$ cat config.mk
export PLATFORM = sky130hd
export DESIGN_NAME = coeff_reg
export DESIGN_NICKNAME = d
export VERILOG_FILES = /design/src/rtl/coeff_pkg.sv /design/src/rtl/coeff_slot.sv /design/src/rtl/coeff_reg.sv
export SDC_FILE = /design/constraint.sdc
export NUM_CORES = 1
export LEC_CHECK = 0
export CAP_MARGIN = 15
export CORE_MARGIN = 1
export CORE_UTILIZATION = 35
export DETAILED_ROUTE_END_ITERATION = 10
export PLACE_DENSITY = 0.66
export SYNTH_ARGS = -nofsm -noshare
export SYNTH_HDL_FRONTEND = slang
export SYNTH_SLANG_ARGS = --single-unit
$ cat constraint.sdc
create_clock -name clk -period 1.2 [get_ports clk]
set_clock_uncertainty 0.2 [all_clocks]
set_input_delay 0.24 -clock clk [delete_from_list [all_inputs] [get_ports clk]]
set_output_delay 0.24 -clock clk [all_outputs]
set_load 0.05 [all_outputs]
$ cat src/rtl/coeff_pkg.sv
// Shared types and constants for the coefficient register bank.
package coeff_pkg;

    localparam int IN_WIDTH    = 16;
    localparam int COEFF_WIDTH = 12;
    localparam int NUM_COEFF   = 3;

    typedef logic [COEFF_WIDTH-1:0] coeff_t;
    typedef logic [1:0]             coeff_sel_t;

    localparam coeff_sel_t SEL_C0 = 2'b00;
    localparam coeff_sel_t SEL_C1 = 2'b01;
    localparam coeff_sel_t SEL_C2 = 2'b10;

endpackage

$ cat src/rtl/coeff_slot.sv
// One coefficient register with synchronous active-high reset and load enable.
module coeff_slot
    import coeff_pkg::*;
(
    input  logic   clk,
    input  logic   rst,
    input  logic   ld_i,
    input  coeff_t d_i,
    output coeff_t q_o
);

    coeff_t q_q;
    coeff_t q_d;

    // Capture the new value when enabled, otherwise hold.
    always_comb begin
        q_d = q_q;
        if (ld_i) begin
            q_d = d_i;
        end
    end

    // State register; reset wins over any pending load.
    always_ff @(posedge clk) begin
        if (rst) begin
            q_q <= '0;
        end else begin
            q_q <= q_d;
        end
    end

    assign q_o = q_q;

endmodule

$ cat src/rtl/coeff_reg.sv
// Bank of NUM_COEFF coefficient registers loaded one at a time over a narrow
// bus and presented in parallel as {coeff2, coeff1, coeff0}.
// Build option: define COEFF_SAT_EN to saturate the signed 16-bit input to the
// signed 12-bit range instead of truncating it.
module coeff_reg
    import coeff_pkg::*;
(
    input  logic                             clk,
    input  logic                             rst,
    input  logic                             coeff_ld,
    input  logic [IN_WIDTH-1:0]              coeff_in,
    input  coeff_sel_t                       coeff_sel,
    output logic [NUM_COEFF*COEFF_WIDTH-1:0] coeff_out
);

    coeff_t conv_val;

`ifdef COEFF_SAT_EN
    // Clamp a two's-complement input into the coefficient range. The value fits
    // when every bit above the coefficient's sign bit matches that sign bit.
    function automatic coeff_t sat_coeff(input logic [IN_WIDTH-1:0] raw);
        logic [IN_WIDTH-COEFF_WIDTH:0] top_bits;
        coeff_t                        result;
        top_bits = raw[IN_WIDTH-1:COEFF_WIDTH-1];
        if ((top_bits == '0) || (top_bits == '1)) begin
            result = raw[COEFF_WIDTH-1:0];
        end else if (raw[IN_WIDTH-1]) begin
            result = {1'b1, {(COEFF_WIDTH-1){1'b0}}};
        end else begin
            result = {1'b0, {(COEFF_WIDTH-1){1'b1}}};
        end
        return result;
    endfunction

    // Saturating conversion shared by every slot.
    always_comb begin
        conv_val = sat_coeff(coeff_in);
    end
`else
    // Upper input bits are intentionally dropped by truncation.
    logic unused_in_hi;
    assign unused_in_hi = ^coeff_in[IN_WIDTH-1:COEFF_WIDTH];

    // Truncating conversion shared by every slot.
    always_comb begin
        conv_val = coeff_in[COEFF_WIDTH-1:0];
    end
`endif

    coeff_t slot_q [NUM_COEFF];

    for (genvar i = 0; i < NUM_COEFF; i++) begin : g_slot
        logic slot_ld;
        // Select code 2'b11 matches no slot, so such loads are dropped.
        assign slot_ld = coeff_ld && (coeff_sel == coeff_sel_t'(i));

        coeff_slot u_slot (
            .clk  (clk),
            .rst  (rst),
            .ld_i (slot_ld),
            .d_i  (conv_val),
            .q_o  (slot_q[i])
        );

        assign coeff_out[i*COEFF_WIDTH +: COEFF_WIDTH] = slot_q[i];
    end

endmodule

# After elaboration in Yosys (flattened, before gate mapping)
# Index checks and enable logic that the tools add are counted.
# totals
ff_bits,36
word_cells,9
# classes
n_reduce_logical,4
n_eq_ne,2
# op_table
op,count
$logic_and A1 B1 Y1,3
$eq A2 B1 Y1 const B,1
$eq A2 B2 Y1 const B,1
$logic_not A2 Y1,1

# Logic depth before layout (Yosys ltp)
# Gate-level depths: netlist of run 1.
# depth
depth_word,2
ltp_mapped,4

# Cells and area by module
# From an unflattened synthesis of run 1, not the netlist that was laid out.
# hier_totals
hier_cells,117
hier_area_um2,1291.2
# by_module_without_submodules
mod,seq_area_each_um2,area_per_inst_um2,n_inst,cells_each
coeff_slot,240.2,420.4,3,38
coeff_reg,0.0,30.0,1,3

# Worst setup path after synthesis of run 1
# No wires, ideal clock.
# synth_timing
path_type,input -> register
startpoint,input coeff_sel[0]
endpoint,register g_slot[0].u_slot.q_q[0]
slack_ps,20
n_path_buf,1
arrival_ps,860
stages,3
setup_time_ps,120
path_cell_list,or3b_1 > buf_6 > mux2i_1
# synth_between
elab_chain_len,2
# synth_lines
item,line,source
from (decl),coeff_reg.sv:12,"input coeff_sel_t coeff_sel,"
$logic_not A2 Y1,coeff_reg.sv:55,assign slot_ld = coeff_ld && (coeff_sel == coeff_sel_t'(i));
$logic_and A1 B1 Y1,coeff_reg.sv:55,
to (signal assigned),coeff_slot.sv:28,q_q <= q_d;
to (decl),coeff_slot.sv:12,coeff_t q_q;
# No other way between the ends.
# A chain may end at the register's enable or synchronous reset.

# Final worst setup path of run 1
# layout_timing
startpoint,register g_slot[0].u_slot.q_q[4]
endpoint,output coeff_out[4]
# layout_lines
item,line,source
to (decl),coeff_reg.sv:13,output logic [NUM_COEFF*COEFF_WIDTH-1:0] coeff_out
# No word-level cell between the ends.

==> results.json, run 1 <==
{
  "status": "finished, violations left",
  "violations": "setup timing",
  "r2r_slack_ps": 180,
  "synth.area.top_cells": "dfxtp_1 49%, mux2i_1 24%, nand2b_1 20%",
  "synth_nets": 154,
  "p_switching_uw": 730,
  "power.density_nw_per_um2": 1090,
  "netlist_area_sq_um": 1480,
  "clkTransAtPathRegs_ps": 70,
  "grt_use_met1": 0.202,
  "largest_reg_flops": 36,
  "final_util": 0.688,
  "vias_per_cell": 4.59,
  "worst_slack_ps": -36.4,
  "area_growth_pct": 88.0,
  "switching_share": 0.242,
  "drc": 0,
  "crit_arrival_ps": 800,
  "hold_slack_ps": 180,
  "avgRoutedWirePerCell_um": 14.0,
  "tightest_slew_ps": 209,
  "cp_max_fo": 2,
  "grt_pass1_wl_mm": 5.83,
  "crit_chain": "buf_12",
  "start_util": 0.366,
  "antenna_found_initial": 0,
  "ctsRootBufferMaster": "clkbuf_8",
  "total_leakage_power_uw": 0.00122,
  "drt_iter0_drc": 40,
  "ys_types": 11,
  "core-area_sq_um": 4030,
  "synth_seq_cells": 36,
  "boundaryPins": 57,
  "dieArea_sq_um": 4480,
  "cts_max_path_buffers": 2,
  "rows": 23,
  "hold_viol_final": 0,
  "path_class": "flop to output port",
  "ant_nets": 0,
  "cp-start-kind": "flop",
  "yosysTopAreaCellShare": 0.489,
  "cp_slowest_cell": "dfxtp_4",
  "hp-class": "primary input to flop",
  "vias": 1190,
  "cts_tree": "built",
  "cp_data_required_time_ps": 760,
  "place_congestion": 0.711,
  "whs_path_depth": 3,
  "worst_ir_drop_vdd_mv": 0.726,
  "dieHeight_um": 66.9,
  "portBuffers": 52,
  "hpwl_mm": 2.70,
  "crit_family": "flip-flops",
  "die_x_um": 66.9,
  "internal_power_uw": 2280,
  "grt.total_usage": 0.184,
  "pwr-share-comb": 0.192,
  "grt_max_degree": 25,
  "slew_headroom": 0.860,
  "finalMaxSlewViolations": 0,
  "cts-htree-levels": 2,
  "grt_util_met2": 0.301,
  "min_to": "g_slot[0].u_slot.q_o[2]",
  "first_pass_iters": 4,
  "ys.warnings.count": 0,
  "finalNetCount": 229,
  "clock-sinks": 36,
  "synth_cells": 133,
  "path_buf_inv": 1,
  "place_ws_ps": -563,
  "grt_setup_unrepaired": "yes",
  "final_layout_size_suffix_gt1_frac": 0.517,
  "post-route-min-period_ps": 1240,
  "gr-total-overflow": 0,
  "r2r_start": "g_slot[1].u_slot.q_o[0]",
  "timing.setup.tns_ps": -851,
  "yosysSeqAreaShare": 0.489,
  "avgSynthCellArea_sq_um": 11.1,
  "critPathMaxStageDelay_ps": 360,
  "power_uw": 3010,
  "fin_crit_sh": 1.03,
  "yosys.area.top_type": "dfxtp_1",
  "cp-end-kind": "output port",
  "p_seq_frac": 0.426,
  "fmax_mhz": 809,
  "setup_viol_count_final": 36,
  "cap_violations": 0,
  "hp-start": "coeff_sel[0]",
  "wl_mm": 3.63,
  "grt_pass1_vias": 1234,
  "num_antenna_cells": 0,
  "insertion_delay_ps": 290,
  "grt_busiest_layer": "met2",
  "power_frac_clock": 0.382,
  "tritoncts.num_buffers": 5,
  "gr-usage-met3": 0.0925,
  "reg2reg_depth": 4,
  "r2r-end": "g_slot[1].u_slot.q_o[0]"
}
## cells in the mapped netlist
cell,n
dfxtp_1,36
buf_2,1
mux2i_1,36
nor3b_4,1
nand2b_1,48
buf_6,1
or3b_1,1
clkbuf_1,5
and3b_1,1
buf_4,1
nand3b_1,2
## worst min-delay path, delay by kind of cell
| family | cells | cell delay [ps] |
|---|---|---|
| and+or+nand+nor | 1 | 200 |
| buffers and inverters | 1 | 110 |
| muxes | 1 | 80 |
## worst max-delay path by stage
stage / to / start / depth (start not counted) / slack (ps)
global placement: g_slot[0].u_slot.q_o[2] / coeff_sel[0] / 3 / -510
detailed placement: g_slot[0].u_slot.q_o[11] / coeff_sel[0] / 3 / -560
floorplan: g_slot[0].u_slot.q_o[0] / coeff_sel[0] / 3 / 20
CTS: coeff_out[1] / g_slot[0].u_slot.q_o[1] / 1 / -50
finish: coeff_out[4] / g_slot[0].u_slot.q_o[4] / 1 / -40
global route: coeff_out[0] / g_slot[0].u_slot.q_o[0] / 1 / -70
## layer usage
layer	vias to the layer above	part of all wire	wire length, um
met1	555	0.40	1470
met3	6	0.076	276
met5	-	0	0
met2	39	0.51	1830
li1	590	-	-
met4	0	0.015	53
## logic make-up after synthesis
logic type | Yosys count | synth area share
buffers and inverters | 8 | 0.0288
flip-flops | 36 | 0.489
AND/OR/NAND/NOR | 53 | 0.238
multiplexers | 36 | 0.244
## power groups by stage
stage                     clock, uW  combinational, uW  sequential, uW
after CTS                      1170                573            1290
after floorplan                   0                129            1430
after global routing           1240                604            1290
after detailed placement          0                553            1310
after global placement            0                544            1310
final                          1150                577            1280
## area by class of cell
cell class | count | area, sq um
Clock buffer | 7 | 96.3
Tap cell | 50 | 62.6
Sequential cell | 36 | 778
Clock inverter | 1 | 30.0
Multi-Input combinational cell | 89 | 716
Fill cell | 286 | 1260
Timing Repair Buffer | 76 | 1090
## what timing repair did
item,CTS,global route
resized for setup,47,6
endpoints found under the setup margin,72,42
setup buffers,9,5
hold buffers,0,0
pin swaps,1,1
## metrics by stage
stage,instances,area [sq um]
final,259,2770
after global routing,259,2770
after CTS,254,2730
after detailed placement,237,2480
after global placement,237,2480
after floorplan,133,1480
## placed cells by master, fill, tap and decap left out, drive strengths merged
cell type	n
dfxtp	36
clkdlybuf4s15	1
clkbuf	8
and3b	1
nand2b	48
or3b	1
nor3b	1
clkdlybuf4s50	12
mux2i	36
nand3b	2
buf	60
bufinv	1
dlygate4sd2	2
Power figures use the tool's default switching activity.
==> run 2: changes to the inputs <==
==> constraint.sdc (replaced) <==
create_clock -name clk -period 1.2 [get_ports clk]
set_clock_uncertainty 0.2 [all_clocks]
set_input_delay 0.24 -clock clk [delete_from_list [all_inputs] [get_ports clk]]
set_output_delay 0.24 -clock clk [all_outputs]
set_load 0.1 [all_outputs]
==> results.json, run 2 (same netlist as run 1, synthesis figures left out) <==
{
  "status": "finished, violations left",
  "violations": "setup timing",
  "path_buf_inv": 1,
  "die_x_um": 66.9,
  "hpwl_mm": 2.42,
  "finalMaxSlewViolations": 0,
  "hp-class": "primary input to flop",
  "grt.total_usage": 0.172,
  "hold_slack_ps": 202,
  "cp_slowest_cell": "dfxtp_2",
  "rows": 23,
  "final_layout_size_suffix_gt1_frac": 0.532,
  "final_cell_count_no_fill": 255,
  "grt_pass1_wl_mm": 5.69,
  "grt_max_degree": 25,
  "cts_hold_buf": 0,
  "cp-end-kind": "output port",
  "min_to": "g_slot[0].u_slot.q_o[2]",
  "area_growth_pct": 83.7,
  "r2r-end": "g_slot[0].u_slot.q_o[9]",
  "crit_arrival_ps": 830,
  "final_common_cell": "nand2b_1",
  "multiInputGateArea_sq_um": 746,
  "vias_per_cell": 4.57,
  "clkTransAtPathRegs_ps": 70,
  "setup_viol_count_final": 36,
  "ant_nets": 0,
  "wl_mm": 3.42,
  "dieArea_sq_um": 4480,
  "cts-htree-levels": 2,
  "cap_violations": 0,
  "place_congestion": 0.777,
  "avgRoutedWirePerCell_um": 13.4,
  "crit_family": "flip-flops",
  "antenna_found_initial": 0,
  "first_pass_iters": 4,
  "cp_data_required_time_ps": 760,
  "largest_reg_flops": 36,
  "path_depth": 1,
  "slew_headroom": 0.866,
  "cp-start-kind": "flop",
  "start_util": 0.366,
  "gr-total-overflow": 0,
  "crit_start": "g_slot[0].u_slot.q_o[10]",
  "drt_iter0_drc": 26,
  "tightest_slew_ps": 201,
  "place_ws_ps": -584,
  "worst_slack_ps": -66.9,
  "path_class": "flop to output port",
  "dieHeight_um": 66.9,
  "seqCellArea_sq_um": 768,
  "power.density_nw_per_um2": 1070,
  "core-area_sq_um": 4030,
  "crit_chain": "buf_12",
  "r2r_start": "g_slot[0].u_slot.q_o[9]",
  "hold_viol_final": 0,
  "drc": 0,
  "ctsRootBufferMaster": "clkbuf_8",
  "finalNetCount": 225,
  "fmax_mhz": 789,
  "grt_setup_unrepaired": "yes",
  "grt_pass1_vias": 1204,
  "whs_path_depth": 3,
  "fin_crit_sh": 1.06,
  "n_fill_cell": 319,
  "cp_max_fo": 2,
  "post-route-min-period_ps": 1270,
  "cts_max_path_buffers": 2,
  "insertion_delay_ps": 280,
  "reg2reg_depth": 3,
  "portBuffers": 52,
  "layout_common_cells": "44 x nand2b_1, 37 x buf_12, 36 x mux2i_1, 35 x dfxtp_2, 15 x buf_4",
  "cts_tree": "built",
  "r2r_slack_ps": 280,
  "hp-start": "coeff_sel[1]",
  "worst_ir_drop_vdd_mv": 0.769,
  "total_leakage_power_uw": 0.00120,
  "clock-sinks": 36,
  "vias": 1166,
  "boundaryPins": 57,
  "tritoncts.num_buffers": 5,
  "critPathMaxStageDelay_ps": 370,
  "dp.cells": 236,
  "num_antenna_cells": 0
}
==> run 2: cell count changes in the layout (fill, tap and decap cells not counted), sizes merged <==
cell / change
dlygate4sd2: -1
bufinv: -1
buf: -4
clkinv: +2
==> run 2: worst max path at each step <==
stage,end,slack (ps)
floorplan,g_slot[0].u_slot.q_o[0],20
global placement,g_slot[0].u_slot.q_o[4],-540
detailed placement,g_slot[0].u_slot.q_o[2],-580
CTS,coeff_out[28],-80
global route,coeff_out[28],-90
finish,coeff_out[10],-70
==> run 2: through the flow <==
| step | TNS [ps] | area (sq um) | power (uW) | utilization |
|---|---|---|---|---|
| 2_1_floorplan | 0 | 1520 | 1730 | - |
| 3_3_place_gp | -16650 | 2500 | 2020 | 0.621 |
| 3_5_place_dp | -17800 | 2500 | 2020 | 0.621 |
| 4_1_cts | -2200 | 2680 | 2920 | 0.665 |
| 5_1_grt | -2790 | 2710 | 3010 | 0.673 |
| 6_report | -1840 | 2710 | 2900 | 0.673 |
==> run 2: area by class of cell <==
type / count / share of cell area
Clock buffer: 6 / 0.0305
Clock inverter: 2 / 0.00369
Multi-Input combinational cell: 89 / 0.275
Sequential cell: 36 / 0.283
Tap cell: 50 / 0.0231
Timing Repair Buffer: 72 / 0.384
==> run 2: report_power, final <==
group	switching (uW)	internal (uW)
clock network	413	458
logic	423	313
registers	45.3	1240
total	881	2010
==> run 2: routing by layer <==
| metal | up-vias | part of all wire | GRT usage |
|---|---|---|---|
| met5 | - | 0 | 0 |
| met4 | 0 | 0.021 | 0.0771 |
| met3 | 7 | 0.069 | 0.0531 |
| met2 | 44 | 0.50 | 0.302 |
| met1 | 536 | 0.41 | 0.189 |
| li1 | 579 | - | - |
==> run 2: what timing repair did <==
item / CTS / global route
endpoints found under the setup margin: 72 / 56
pin swaps: 1 / 1
gates cloned: 1 / 0
setup buffers: 5 / 5
gates resized for setup: 14 / 5
==> run 3: changes to the inputs <==
--- a/config.mk
+++ b/config.mk
@@ -10,6 +10,7 @@
 export CORE_UTILIZATION = 35
 export DETAILED_ROUTE_END_ITERATION = 10
 export PLACE_DENSITY = 0.66
+export SKIP_CTS_REPAIR_TIMING = 1
 export SYNTH_ARGS = -nofsm -noshare
 export SYNTH_HDL_FRONTEND = slang
 export SYNTH_SLANG_ARGS = --single-unit
==> results.json, run 3 (same netlist as run 1, synthesis figures left out) <==
{
  "status": "finished, violations left",
  "violations": "setup timing",
  "antenna_found_initial": 0,
  "rows": 23,
  "avgRoutedWirePerCell_um": 13.7,
  "grt_setup_unrepaired": "yes",
  "path_buf_inv": 1,
  "insertion_delay_ps": 280,
  "wl_mm": 3.50,
  "hold_viol_final": 0,
  "n_fill_cell": 313,
  "fmax_mhz": 792,
  "die_x_um": 66.9,
  "grt_pass1_wl_mm": 5.39,
  "cts_max_path_buffers": 2,
  "cp-start-kind": "flop",
  "cts-htree-levels": 2,
  "vias_per_cell": 4.51,
  "worst_slack_ps": -63.1,
  "cp-end-kind": "output port",
  "layout_common_cells": "47 x nand2b_1, 37 x buf_12, 36 x mux2i_1, 32 x dfxtp_2",
  "slew_headroom": 0.832,
  "hpwl_mm": 2.42,
  "core-area_sq_um": 4030,
  "cp_slowest_cell": "dfxtp_2",
  "tightest_slew_ps": 252,
  "dieHeight_um": 66.9,
  "cp_max_fo": 2,
  "ctsRootBufferMaster": "clkbuf_8",
  "worst_ir_drop_vdd_mv": 0.769,
  "total_leakage_power_uw": 0.00122,
  "critPathMaxStageDelay_ps": 360,
  "crit_arrival_ps": 820,
  "crit_chain": "buf_12",
  "finalNetCount": 225,
  "hp-class": "primary input to flop",
  "timing.setup.tns_ps": -1800,
  "cp_data_required_time_ps": 760,
  "num_antenna_cells": 0,
  "start_util": 0.366,
  "final_layout_size_suffix_gt1_frac": 0.507,
  "cts_tree": "built",
  "largest_reg_flops": 36,
  "grt.total_usage": 0.162,
  "place_congestion": 0.777,
  "finalMaxSlewViolations": 0,
  "dieArea_sq_um": 4480,
  "boundaryPins": 57,
  "area_growth_pct": 84.6,
  "grt_max_degree": 25,
  "path_class": "flop to output port",
  "tritoncts.num_buffers": 5,
  "drt_iter0_drc": 40,
  "power.density_nw_per_um2": 1060,
  "clkTransAtPathRegs_ps": 70,
  "cap_violations": 0,
  "drc": 0,
  "gr-total-overflow": 0,
  "hold_slack_ps": 242,
  "place_ws_ps": -584,
  "fin_crit_sh": 1.05,
  "ant_nets": 0,
  "portBuffers": 52,
  "grt_pass1_vias": 1173,
  "crit_family": "flip-flops",
  "final_common_cell": "nand2b_1",
  "first_pass_iters": 4,
  "post-route-min-period_ps": 1260,
  "setup_viol_count_final": 36,
  "clock-sinks": 36,
  "vias": 1149
}
run 3: cell types whose count changed in the layout (fill, tap and decap cells not counted):
cell             previous run  this run
dlymetal6s2s_1              0         4
buf_4                      15        12
dfxtp_2                    35        32
dfxtp_4                     1         4
nand2b_1                   44        47
nand2b_4                    4         1
buf_6                       3         5
clkbuf_2                    2         0
clkbuf_4                    0         1
clkdlybuf4s15_1             1         0
dlygate4sd2_1               1         0
run 3: final timing paths:
kind | startpoint | end | slack [ps] | cells past startpoint
setup / recovery | g_slot[2].u_slot.q_o[4] | coeff_out[28] | -60 | 1
hold / removal | coeff_sel[1] | g_slot[0].u_slot.q_o[2] | 240 | 3
setup reg to reg | g_slot[0].u_slot.q_o[3] | g_slot[0].u_slot.q_o[3] | 280 | 3
hold reg to reg | g_slot[0].u_slot.q_o[5] | g_slot[0].u_slot.q_o[5] | 290 | 2
run 3: stage by stage:
stage,instances,cell area (sq um),power [uW],utilization
floorplan,133,1520,1730,-
global placement,236,2500,2020,0.621
detailed placement,236,2500,2020,0.621
CTS,244,2590,2890,0.644
global route,255,2720,3000,0.676
finish,255,2720,2880,0.676
run 3: routing by layer:
layer	up-vias	GRT usage	share of wire
met1	529	0.180	0.41
met2	40	0.284	0.51
li1	577	-	-
met4	0	0.0559	0.0069
met5	-	0	0
met3	3	0.0548	0.068
run 3: layout make-up:
cell class	instances	area (sq um)	area share
timing repair buffer	72	1070	0.393
multi-input combinational	89	723	0.266
tap	50	62.6	0.0230
sequential	36	776	0.285
clock inverter	2	10.0	0.00367
clock buffer	6	82.6	0.0303
run 3: tightest hold or removal path, stage by stage:
cell and delay [ps]:
dlymetal6s2s_1 130, or3b_4 220, mux2i_1 80
run 3: power breakdown:
| group | leakage, uW | switching (uW) | internal (uW) |
|---|---|---|---|
| Combinational | 0.000858 | 421 | 313 |
| Clock | 0.0000510 | 407 | 458 |
| Sequential | 0.000310 | 45.3 | 1240 |
==> patch (settings of run 2) <==
Register the input `coeff_sel` before use, without a reset. The logic sees it one clock later. The other inputs are not delayed to match.
--- a/src/rtl/coeff_reg.sv
+++ b/src/rtl/coeff_reg.sv
@@ -12,6 +12,12 @@
     input  coeff_sel_t                       coeff_sel,
     output logic [NUM_COEFF*COEFF_WIDTH-1:0] coeff_out
 );
+
+    coeff_sel_t coeff_sel_q;
+
+    always_ff @(posedge clk) begin
+        coeff_sel_q <= coeff_sel;
+    end
 
     coeff_t conv_val;
 
@@ -52,7 +58,7 @@
     for (genvar i = 0; i < NUM_COEFF; i++) begin : g_slot
         logic slot_ld;
         // Select code 2'b11 matches no slot, so such loads are dropped.
-        assign slot_ld = coeff_ld && (coeff_sel == coeff_sel_t'(i));
+        assign slot_ld = coeff_ld && (coeff_sel_q == coeff_sel_t'(i));
 
         coeff_slot u_slot (
             .clk  (clk),
Formal check against the unedited RTL: not equivalent (Yosys sat finds a counterexample within 4 cycles, from zero or initial values and one cycle with rst high).
==> patch against run 2 <==
Core utilization rose by 2.7 points. Worst setup slack got worse by 49 ps. Sequential cell count rose by 2. Cell count rose by 2.7%. Area after synthesis rose by 2.3%. The flow still finishes with violations (setup timing). Design area rose by 4.7%. Power rose by 4.6%. Wire length rose by 16%.
==> patch: results (changes against run 2) <==
Run status
  • Status: finished, violations left
  • Failing checks: setup timing

Clock network
  • H-tree levels: 2 (unchanged)
  • Clock Latency Late Sink: approximately 290 ps
  • Clock Root Buffer: clkbuf_8
  • Clock Path Buffers: 2 (unchanged)

Power and ir drop
  • Maximum VDD drop: 0.6217 mV (-19%)
  • Switching Share: 0.3033 (-0.0009239)
  • Lkg Pwr: 1.243 nW (+3.6%)

Global routing
  • Pin count of the biggest net entering global routing: 25 (unchanged)
  • Vias in the first global route: 1305 (+8.4%)
  • Gr usage total: 0.1972 (+0.02483)
  • Global-route wire length before repair: 6403 um (+12%)

Finish
  • Max reg flops: 36 (unchanged)
  • Share of cells above drive strength 1: 0.5283 (-0.003405)
  • Nets: 232 (+3.1%)

Yosys
  • Mean Syn Cell Area: 11.18 um^2 (+0.77%)
  • Synth top area share: 0.5041 (+0.01560)
  • Fraction of registers with async set or reset after synthesis: 0 (unchanged)
  • Syn nets: 156 (+1.3%)
  • Prevailing post-synth register cell: dfxtp_1
  • Ys Warns: 0 (unchanged)
  • Sequential area share after synthesis: 0.5041 (+0.01560)
  • Largest cells by area after synthesis: dfxtp_1, mux2i_1, nand2b_1, clkbuf_1, nand3b_1
  • Top post-synthesis cells by count: nand2b_1, dfxtp_1, mux2i_1

STA
  • Final setup vio count: 65 (+81%)
  • Final worst setup slack: -115.5 ps (-48.60 ps)
  • Worst-margin pin slew: 152.3 ps (-49.23 ps)

Place
  • HPWL Detailed: 2642 um (+9.0%)
  • Placed Cells: 239 (+1.3%)
  • Placer congestion estimate: 0.7502 (-3.5%)
  • Post-Place Setup Slack: -509.1 ps (+75.02 ps)
  • Port Buf Inserts: 52 (unchanged)

Hold path
  • Worst Hold Class: input pin to flop

Setup path
  • Max FO, Critical Path: 7 (+5)
  • Worst EP arrival: 1290 ps (+460 ps)

Drt
  • First-pass iteration count of the detailed router: 4 (unchanged)
  • Detailed Route WL: 3962 um (+16%)
  • Via Count: 1220 (+4.6%)
  • Drt wl/cell: 15.12 um (+13%)
  • Number of DRC markers in iteration 0: 29 (+12%)
[patch: metal layers]
layer	vias to the layer above	global-route usage	share of wire
met5	-	0	0
met3	6	0.07432	0.069
met1	572	0.2220	0.42
met4	0	0.06915	0.014
li1	596	-	-
met2	46	0.3366	0.50
[patch: cell type report]
class | count | area [um^2]
repair buffers | 77 | 1139
clock inverters | 1 | 5.005
flip-flops and latches | 38 | 818.3
multi-input cells | 89 | 726.9
clock buffers | 7 | 86.33
fillers | 291 | 1220
well taps | 50 | 62.56
[patch: final timing paths]
kind | from | endpoint | slack [ps] | cells past startpoint
worst max-delay path | coeff_sel_q[0]$_DFF_P_ | g_slot[0].u_slot.q_o[2]$_SDFFE_PP0P_ | -120 | 2
worst min-delay path | coeff_sel[1] | coeff_sel_q[1]$_DFF_P_ | 180 | 1
worst max register to register | coeff_sel_q[0]$_DFF_P_ | g_slot[0].u_slot.q_o[2]$_SDFFE_PP0P_ | -120 | 2
worst min register to register | g_slot[0].u_slot.q_o[9]$_SDFFE_PP0P_ | g_slot[0].u_slot.q_o[9]$_SDFFE_PP0P_ | 290 | 2
[patch: what timing repair did]
item                       CTS  global route
pin swaps                    0             2
setup endpoints to repair   72            72
resized for setup            7            12
buffers inserted            10             5
gates cloned                 1             0
[patch: worst max-delay path, cell delays in order, from the launching register on]
cell and delay [ps]:
dfxtp_2 340, or3b_4 470, mux2i_2 180
[patch: per-stage QoR]
| step | cell area (um^2) | TNS, ps |
|---|---|---|
| after floorplan | 1562 | -498.9 |
| after global placement | 2562 | -14320 |
| after detailed placement | 2562 | -15530 |
| after CTS | 2778 | -5058 |
| after global routing | 2838 | -6686 |
| final | 2838 | -4051 |
[patch: power groups by stage]
stage	Sequential [W]	Combinational, W	Clock (W)
finish	0.00136	0.000765	0.000902
global route	0.00137	0.000794	0.000992
CTS	0.00137	0.000755	0.000934
detailed placement	0.00140	0.000716	0
global placement	0.00139	0.000707	0
floorplan	0.00168	0.000129	0
[patch: cell families after synthesis]
family | synth area share
DFF | 0.5041
and+or+nand+nor | 0.2289
muxes | 0.2388
buffers and inverters | 0.02819
